[src/rtl/alu_op_sequencer_if.sv]
// Request/response handshake bundle for alu_op_sequencer.
// Carries rsp_div0 only when ALU_DIV0_TRAP_EN is defined.
interface alu_op_sequencer_if;
    logic        req_valid;
    logic        req_ready;
    logic [4:0]  req_opcode;
    logic [31:0] req_a;
    logic [31:0] req_b;
    logic        rsp_valid;
    logic        rsp_ready;
    logic [31:0] rsp_lo;
    logic [31:0] rsp_hi;
    logic        rsp_illegal;
`ifdef ALU_DIV0_TRAP_EN
    logic        rsp_div0;
`endif

    modport master (
`ifdef ALU_DIV0_TRAP_EN
        input  rsp_div0,
`endif
        output req_valid,
        output req_opcode,
        output req_a,
        output req_b,
        output rsp_ready,
        input  req_ready,
        input  rsp_valid,
        input  rsp_lo,
        input  rsp_hi,
        input  rsp_illegal
    );

    modport slave (
`ifdef ALU_DIV0_TRAP_EN
        output rsp_div0,
`endif
        input  req_valid,
        input  req_opcode,
        input  req_a,
        input  req_b,
        input  rsp_ready,
        output req_ready,
        output rsp_valid,
        output rsp_lo,
        output rsp_hi,
        output rsp_illegal
    );
endinterface

[src/rtl/alu_op_sequencer.sv]
// Multi-cycle sequencer holding ALU operands for an opcode-dependent latency.
// Optional divide-by-zero trap enabled by defining ALU_DIV0_TRAP_EN.
module alu_op_sequencer #(
    parameter int unsigned SIMPLE_CYCLES = 1,
    parameter int unsigned MUL_CYCLES    = 4,
    parameter int unsigned DIV_CYCLES    = 8
) (
    input  logic               clk,
    input  logic               clr_n,
    alu_op_sequencer_if.slave  bus,
    output logic [4:0]         alu_opcode,
    output logic [31:0]        alu_a,
    output logic [31:0]        alu_b,
    input  logic [63:0]        alu_result,
    output logic               busy
);

    localparam logic [1:0] S_IDLE = 2'd0;
    localparam logic [1:0] S_EXEC = 2'd1;
    localparam logic [1:0] S_RESP = 2'd2;

    localparam logic [4:0] OP_ADD  = 5'b00011;
    localparam logic [4:0] OP_SUB  = 5'b00100;
    localparam logic [4:0] OP_AND  = 5'b00101;
    localparam logic [4:0] OP_OR   = 5'b00110;
    localparam logic [4:0] OP_SHR  = 5'b00111;
    localparam logic [4:0] OP_SAR  = 5'b01000;
    localparam logic [4:0] OP_SHL  = 5'b01001;
    localparam logic [4:0] OP_ROR  = 5'b01010;
    localparam logic [4:0] OP_ROL  = 5'b01011;
    localparam logic [4:0] OP_ANDI = 5'b01101;
    localparam logic [4:0] OP_ORI  = 5'b01110;
    localparam logic [4:0] OP_MUL  = 5'b01111;
    localparam logic [4:0] OP_DIV  = 5'b10000;
    localparam logic [4:0] OP_NEG  = 5'b10001;
    localparam logic [4:0] OP_NOT  = 5'b10010;

    // Counter is loaded with latency-1 so it reaches 0 on the capture edge
    localparam logic [7:0] LAT_SIMPLE = 8'(SIMPLE_CYCLES - 1);
    localparam logic [7:0] LAT_MUL    = 8'(MUL_CYCLES - 1);
    localparam logic [7:0] LAT_DIV    = 8'(DIV_CYCLES - 1);

    logic [1:0]  state;
    logic [7:0]  cnt;
    logic        ill_q;
    logic        div0_q;
    logic [31:0] lo_q;
    logic [31:0] hi_q;
    logic        illegal_q;

    logic        req_legal;
    logic        div0_hit;
    logic [7:0]  lat_m1;

    always_comb begin
        req_legal = 1'b0;
        unique case (bus.req_opcode)
            OP_ADD, OP_SUB, OP_AND, OP_OR,
            OP_SHR, OP_SAR, OP_SHL, OP_ROR,
            OP_ROL, OP_ANDI, OP_ORI, OP_MUL,
            OP_DIV, OP_NEG, OP_NOT: req_legal = 1'b1;
            default:                req_legal = 1'b0;
        endcase
    end

    always_comb begin
        lat_m1   = 8'd0;
        div0_hit = 1'b0;
        unique case (1'b1)
            !req_legal:                 lat_m1 = 8'd0;
            bus.req_opcode == OP_MUL:   lat_m1 = LAT_MUL;
            bus.req_opcode == OP_DIV:   lat_m1 = LAT_DIV;
            default:                    lat_m1 = LAT_SIMPLE;
        endcase
`ifdef ALU_DIV0_TRAP_EN
        // Divide by zero short-circuits the divider entirely
        if (bus.req_opcode == OP_DIV && bus.req_b == 32'd0) begin
            lat_m1   = 8'd0;
            div0_hit = 1'b1;
        end
`endif
    end

    always_ff @(posedge clk or negedge clr_n) begin
        if (!clr_n) begin
            state      <= S_IDLE;
            cnt        <= 8'd0;
            ill_q      <= 1'b0;
            div0_q     <= 1'b0;
            alu_opcode <= 5'd0;
            alu_a      <= 32'd0;
            alu_b      <= 32'd0;
            lo_q       <= 32'd0;
            hi_q       <= 32'd0;
            illegal_q  <= 1'b0;
        end else begin
            unique case (state)
                S_IDLE: begin
                    if (bus.req_valid) begin
                        alu_opcode <= bus.req_opcode;
                        alu_a      <= bus.req_a;
                        alu_b      <= bus.req_b;
                        cnt        <= lat_m1;
                        ill_q      <= !req_legal;
                        div0_q     <= div0_hit;
                        state      <= S_EXEC;
                    end
                end
                S_EXEC: begin
                    if (cnt == 8'd0) begin
                        if (ill_q || div0_q) begin
                            lo_q <= 32'd0;
                            hi_q <= 32'd0;
                        end else begin
                            lo_q <= alu_result[31:0];
                            hi_q <= alu_result[63:32];
                        end
                        illegal_q <= ill_q;
                        state     <= S_RESP;
                    end else begin
                        cnt <= cnt - 8'd1;
                    end
                end
                S_RESP: begin
                    if (bus.rsp_ready) begin
                        state <= S_IDLE;
                    end
                end
                default: state <= S_IDLE;
            endcase
        end
    end

`ifdef ALU_DIV0_TRAP_EN
    logic div0_rsp_q;

    always_ff @(posedge clk or negedge clr_n) begin
        if (!clr_n) begin
            div0_rsp_q <= 1'b0;
        end else if (state == S_EXEC && cnt == 8'd0) begin
            div0_rsp_q <= div0_q;
        end
    end

    assign bus.rsp_div0 = div0_rsp_q;
`endif

    assign bus.req_ready   = (state == S_IDLE);
    assign bus.rsp_valid   = (state == S_RESP);
    assign bus.rsp_lo      = lo_q;
    assign bus.rsp_hi      = hi_q;
    assign bus.rsp_illegal = illegal_q;
    assign busy            = (state != S_IDLE);

endmodule

[src/flat_wrapper.sv]
// flat-port wrapper written by rule: the top's interface ports become plain ports
module alu_op_sequencer_flat 
#(
    parameter int unsigned SIMPLE_CYCLES = 1,
    parameter int unsigned MUL_CYCLES    = 4,
    parameter int unsigned DIV_CYCLES    = 8
)
  (clk, clr_n, alu_opcode, alu_a, alu_b, alu_result, busy, bus_req_valid, bus_req_opcode, bus_req_a, bus_req_b, bus_rsp_ready, bus_req_ready, bus_rsp_valid, bus_rsp_lo, bus_rsp_hi, bus_rsp_illegal);
  alu_op_sequencer_if bus_i ();
  input  logic clk;
  input  logic clr_n;
  output logic [4:0] alu_opcode;
  output logic [31:0] alu_a;
  output logic [31:0] alu_b;
  input  logic [63:0] alu_result;
  output logic busy;
  input wire logic [$bits(bus_i.req_valid)-1:0] bus_req_valid;
  input wire logic [$bits(bus_i.req_opcode)-1:0] bus_req_opcode;
  input wire logic [$bits(bus_i.req_a)-1:0] bus_req_a;
  input wire logic [$bits(bus_i.req_b)-1:0] bus_req_b;
  input wire logic [$bits(bus_i.rsp_ready)-1:0] bus_rsp_ready;
  output wire logic [$bits(bus_i.req_ready)-1:0] bus_req_ready;
  output wire logic [$bits(bus_i.rsp_valid)-1:0] bus_rsp_valid;
  output wire logic [$bits(bus_i.rsp_lo)-1:0] bus_rsp_lo;
  output wire logic [$bits(bus_i.rsp_hi)-1:0] bus_rsp_hi;
  output wire logic [$bits(bus_i.rsp_illegal)-1:0] bus_rsp_illegal;
  assign bus_i.req_valid = bus_req_valid;
  assign bus_i.req_opcode = bus_req_opcode;
  assign bus_i.req_a = bus_req_a;
  assign bus_i.req_b = bus_req_b;
  assign bus_i.rsp_ready = bus_rsp_ready;
  assign bus_req_ready = bus_i.req_ready;
  assign bus_rsp_valid = bus_i.rsp_valid;
  assign bus_rsp_lo = bus_i.rsp_lo;
  assign bus_rsp_hi = bus_i.rsp_hi;
  assign bus_rsp_illegal = bus_i.rsp_illegal;
  alu_op_sequencer #(.SIMPLE_CYCLES(SIMPLE_CYCLES), .MUL_CYCLES(MUL_CYCLES), .DIV_CYCLES(DIV_CYCLES)) u_core (.clk(clk), .clr_n(clr_n), .bus(bus_i), .alu_opcode(alu_opcode), .alu_a(alu_a), .alu_b(alu_b), .alu_result(alu_result), .busy(busy));
endmodule
[config.mk]
export PLATFORM = sky130hd
export DESIGN_NAME = alu_op_sequencer_flat
export DESIGN_NICKNAME = d
export VERILOG_FILES = /design/src/rtl/alu_op_sequencer_if.sv /design/src/rtl/alu_op_sequencer.sv /design/src/flat_wrapper.sv
export SDC_FILE = /design/constraint.sdc
export NUM_CORES = 1
export LEC_CHECK = 0
export CORE_MARGIN = 2
export CORE_UTILIZATION = 45
export CTS_CLUSTER_DIAMETER = 40
export CTS_CLUSTER_SIZE = 12
export DETAILED_ROUTE_END_ITERATION = 7
export PLACE_DENSITY = 0.91
export SLEW_MARGIN = 20
export SYNTH_ARGS = -nofsm -noshare
export SYNTH_HDL_FRONTEND = slang
export SYNTH_SLANG_ARGS = --single-unit
[constraint.sdc]
create_clock -name clk -period 3.1 [get_ports clk]
set_input_delay 0.62 -clock clk [delete_from_list [all_inputs] [get_ports clk]]
set_output_delay 0.62 -clock clk [all_outputs]
set_load 0.02 [all_outputs]
# [Yosys cells after proc, flatten, opt, wreduce, memory -nomap -nowiden]
# Memories as Yosys holds them, arrays and structs flattened.
# Index checks and enable logic that the tools add are counted.
[totals] reg_bits=145 rom_bits=32 inputBits=137 out_inout_bits=137 memories=1
[memory_table] memory="(no name shown)" depth=32 word_bits=1 read_ports=1 rd_clocked_by_memory_dff=0 wr=0 line_no="alu_op_sequencer.sv:57" source="unique case (bus.req_opcode)"
[classes] n_addsub=1 n_eq_ne=8 n_mux=10 n_reduce_logical=9
[ops] op="2-to-1 mux 32 bit" n=2
[ops] op="2-to-1 mux 8 bit" n=2
[ops] op="case mux 8 bit (2 select lines)" n=1
[ops] op="logical NOT 8 bit" n=1
[ops] op="subtractor 8 x 1 -> 8 bit, second input constant" n=1
[ops] op="2-to-1 mux 2 bit" n=3
[ops] op="!= test 2 bit, second input constant" n=3
[ops] op="case mux 2 bit (3 select lines)" n=1
[ops] op="case mux 3 bit (2 select lines)" n=1
[ops] op="AND reduction 3 bit" n=2
[ops] op="== test 5 x 4 -> 1 bit, second input constant" n=1
[ops] op="== test 5 bit, second input constant" n=1
[ops] op="AND reduction 2 bit" n=2
[ops] op="nonzero test 2 bit" n=2
[ops] op="== test 2 x 1 -> 1 bit, second input constant" n=1
[ops] op="== test 2 bit, second input constant" n=1
[ops] op="logical NOT 2 bit" n=1
[ops] op="!= test 2 x 1 -> 1 bit, second input constant" n=1
[ops] op="logical NOT 1 bit" n=1

# [Logic depth before layout (Yosys ltp)]
[logic_depth] word_depth=4 depth_mapped=8

# [Worst setup path before layout]
# No wires, ideal clock.
[synth_path] path_kind="register -> register" from="reg u_core.state[1]" to="reg u_core.alu_a[0]" t_arrival_ps=1670 path_slack_ps=1305 path_stages_with_launch=6 n_path_buf=2 period_less_slack_ps=1795 cell_sequence="dfrtp_1 > nor2_1 > and2_1 > buf_2 > buf_2 > mux2_2"
[synth_via] elab_chain_cells=2
[synth_lines] item="start, declared" line_no="alu_op_sequencer.sv:43" source="logic [1:0] state;"
[synth_lines] item="start signal, assigned" line_no="alu_op_sequencer.sv:86" source="state <= S_IDLE;"
[synth_lines] item="start signal, assigned" line_no="alu_op_sequencer.sv:106" source="state <= S_EXEC;"
[synth_lines] item="start signal, assigned" line_no="alu_op_sequencer.sv:119" source="state <= S_RESP;"
[synth_lines] item="logical NOT 2 bit"
[synth_lines] item="net bus_req_ready" line_no="flat_wrapper.sv:22" source="output wire logic [$bits(bus_i.req_ready)-1:0] bus_req_ready;"
[synth_lines] item="AND reduction 2 bit (no source line)"
[synth_lines] item="end signal, assigned" line_no="alu_op_sequencer.sv:101" source="alu_a <= bus.req_a;"
[synth_lines] item="end, declared" line_no="alu_op_sequencer.sv:12" source="output logic [31:0] alu_a,"
# The timed path passes the listed nets, and every way through them passes these cells.
# A chain may end at the register's enable or synchronous reset.

# [Worst setup path after layout]
[layout_path] from="reg u_core.state[0]" to="out bus_req_ready"
[layout_via] elab_chain_cells=1
[layout_lines] item="logical NOT 2 bit" line_no="alu_op_sequencer.sv:148" source="assign bus.req_ready = (state == S_IDLE);"
[layout_lines] item="end, declared" line_no="flat_wrapper.sv:22"
# Every way passes these cells.

==> run summary <==
The flow ran to the end, and the final reports show no timing, DRC or antenna violations. The fill cell total of the finished layout came out at 834. The max-capacitance violation count came out at 0. The number of nets still failing antenna checks after routing came out at 0. The final antenna diode count is 0. The worst ir drop on vdd came out at 0.669 mV. The sequential share of the synthesized area came out at slightly above 60%. The clock transition time at the flip-flop clock pins of the worst setup and hold paths came out at 0.05 ns. The total overflow left after global routing is 0. The library cell used most frequently in the layout, excluding fill and tap cells, is clkdlybuf4s50_1. For the worst setup path, the data arrival time is about 1.8 ns. In the final layout, the share of cells above drive strength 1 is 14.5%.

The worst min-delay path class is in2async. The part of the total power dissipated in the clock network came out at 17.7%. In the final timing run, aggregate negative setup slack is 0 ns. The core outline area came out at between 10000 and 15000 sq um. The count of vias placed by the detailed router came out at 4734. For this design, the slowest cell found on the critical path is clkdlybuf4s50_1.

The number of global-route vias before repair is 5087. The die area is 14100 sq um. The hold buffer count at CTS is 0.

The flip-flop and latch count after synthesis is 145. The average wire per standard cell is 17.2 um. The synthesized design spends more area on one cell type than any other, namely dfrtp_1.

The post-synthesis average cell area came out at 12.0 sq um. The fraction of synthesized cell area taken by the top area cell type came out at 61.2%. The post-DP HPWL came out at 11800 um. The number of vias per cell came out at 5.00.

The largest clock skew in the final design is 0.00511 ns. The netlist area before placement is approximately 5900 sq um. The worst-case setup slack after placement is 0.689 ns. The leakage dissipation came out at 0.00402 uW. The element type at the critical path end is a primary output. In the routed design, unresolved DRC markers number 0.

The maximum clock frequency came out at slightly above 0.4 GHz. On the worst path, the slowest cell contributes a delay of 0.67 ns. STA classifies the critical path startpoint as a flip-flop. TritonCTS built the clock tree. The slew at the pin closest to its max-slew limit is 0.759 ns.

Of all nets on the critical path, the largest fanout is 7. The switching power summed over all nets is ~3700 uW. The global-route wire length before repair is roughly 26000 um.

The number of distinct library cell variants in the gate-level netlist after synthesis is 36. The minimum setup slack in the final design came out at 0.655 ns. The number of slew-limit violations in the final report was 0. The critical path goes through nor2_1 > clkdlybuf4s50_1. The clock root buffer is clkbuf_16. Buffers added to address setup during post-CTS repair amount to 0. The maximum number of pins on one net before global-route repair came out at 67.

The number of levels the H-tree was split into came out at 4. The global placer's final weighted congestion came out at 0.872. The final-report hold violation count came out at 0.

In the final layout, flip-flops and latches occupy between 3000 and 4000 sq um. Before antenna repair, the detailed router went through 4 iterations. The total global-route track usage came out at 23.6%. The number of top-level pins came out at 274. The switching fraction of total power came out at 36.8%. From bottom edge to top edge, the die measures 119 um.

The initial core utilization is a little under half. The initial antenna violation count is 0. The post-route fraction of the period consumed by the critical path is 78.9%.

The number of buffers created by CTS is 17. The total wirelength of the detailed-routed design came out at 16300 um. Input and output buffers added on the ports amount to 273.

The x dimension of the die is 119 um. The post-cts resize count is 0. The count of routing violations after the opening detailed-route iteration came out at ~280.

Counting both buffers and inverters, the worst setup path holds a total of 1. Setup repair after global routing left no endpoint under its margin. Grouping stages by cell kind, the critical path spends the most delay in buffers and inverters.

The clock latency reported for the late side of the worst-skew pair came out at 0.41 ns. The endpoint identified for the worst register-to-register timing path is u_core.bus.rsp_hi[15]. In this run, the combinational gates consume 48.1% of the power.

The relative max-transition margin is about half. By area the synthesized netlist is led by dfrtp_1 61%, mux2_2 13%, nand2b_1 7.0%, o21ai_0 5.6%, nand2_1 4.5%. The power per unit of standard cell area came out at roughly 1100 nW/um^2.

The maximum clock path buffer count came out at 2. The startpoint identified for the worst register-to-register timing path is u_core.cnt[0]. For this run, the post-layout net count is 904. Counting every instance in the synthesized netlist gives about 500.

The minimum setup slack among reg-to-reg paths came out at 0.69 ns. The internal power summed over all cells is 6400 uW. The critical path required time came out at 2.48 ns. Sequential cells burn around a third of the power.

The tree built by TritonCTS fans out to 145 sinks. The count of warnings emitted by yosys is 0. The library cells used most frequently in the layout, excluding fill and tap cells, are 272 x clkdlybuf4s50_1, 145 x dfrtp_1, 71 x nand2_1. The post-layout minimum cycle time came out at 2.45 ns.

Setup violations remaining at the end of the flow were counted as 0. Compared with the post-synthesis result, the final layout area differs by 57.5%. The critical path is of the reg2out type. The count of standard-cell rows is 41. In the final layout, the multi-input gates occupy 2150 sq um. The net count of the mapped netlist came out at 634. The worst-case reg-to-reg path depth came out at 7.
==> power groups by stage <==
| stage | combinational [uW] | clock [uW] | sequential (uW) |
|---|---|---|---|
| final | 4870 | 1790 | 3470 |
| after global routing | 5150 | 1920 | 3600 |
| after CTS | 4920 | 1810 | 3480 |
| after detailed placement | 4880 | 0 | 3480 |
| after global placement | 4730 | 0 | 3420 |
| after floorplan | 1420 | 0 | 4450 |
==> layout make-up <==
type | instances | share of cell area (%)
clock buffer | 22 | 5.08
multi-input combinational | 316 | 23.0
sequential | 145 | 38.9
clock inverter | 7 | 0.402
tap | 172 | 2.31
timing repair buffer | 280 | 30.1
inverter | 5 | 0.201
==> metrics by stage <==
| step | hold slack (ns) | instances | util [%] | total power (uW) | instance area, sq um |
|---|---|---|---|---|---|
| 2_1_floorplan | 0.324 | 495 | - | 5870 | 5930 |
| 3_3_place_gp | 0.461 | 918 | 69.3 | 8150 | 8820 |
| 3_5_place_dp | 0.469 | 918 | 69.3 | 8370 | 8820 |
| 4_1_cts | 0.194 | 947 | 73.4 | 10200 | 9330 |
| 5_1_grt | 0.218 | 947 | 73.4 | 10700 | 9330 |
| 6_report | 0.180 | 947 | 73.4 | 10100 | 9330 |
==> cells in the mapped netlist, drive strengths merged <==
cell type and instances:
xor2 2, o22ai 2, a21oi 5, nand3b 1, o21ai 66, dfrtp 145
mux2 70, buf 16, inv 5, ha 2, xnor2 1, a2111oi 1
nand4 2, and2 1, clkbuf 13, o21a 1, mux2i 2, o31ai 1
nor3b 2, nor2 9, nor4b 1, nand2b 66, nand2 71, a31oi 1
nand3 1, a2bb2o 1, and2b 1, or3b 1, nor4 2, a311oi 1
or4 1, o2111ai 1
==> worst max path at each step <==
stage	end	start	cells after the start	slack (ns)
2_1_floorplan	u_core.alu_a[0]	u_core.state[1]	5	1.31
3_3_place_gp	u_core.alu_a[25]	bus_req_valid	4	0.82
3_5_place_dp	u_core.bus.rsp_hi[4]	u_core.cnt[0]	6	0.69
4_1_cts	bus_req_ready	u_core.state[0]	2	0.64
5_1_grt	u_core.bus.rsp_hi[1]	u_core.cnt[0]	7	0.47
6_report	bus_req_ready	u_core.state[0]	2	0.65
==> metal layers <==
metal | vias up | global-route usage [%] | routed length [um]
li1 | 2204 | - | -
met1 | 2278 | 25.3 | 6080
met2 | 212 | 41.2 | 8270
met3 | 40 | 8.88 | 1400
met4 | 0 | 10.5 | 534
met5 | - | 0 | 0
==> registers in the layout, summed over array words and instances (netlist names) <==
name                    count
u_core.alu_a               32
u_core.alu_b               32
u_core.bus.rsp_hi          32
u_core.bus.rsp_lo          32
u_core.cnt                  8
u_core.alu_opcode           5
u_core.state                2
u_core.bus.rsp_illegal      1
u_core.ill_q                1
==> cell families (layout without fill, tap and decap cells) <==
logic type	count (synthesis)	after routing	synth area share, %
simple gates	159	159	14.2
mux	72	72	13.7
fa+ha+maj	2	2	0.422
buf+inv	34	314	2.70
compound gates	80	80	7.28
xor+xnor	3	3	0.443
flops	145	145	61.2
Power figures use the tool's default switching activity.
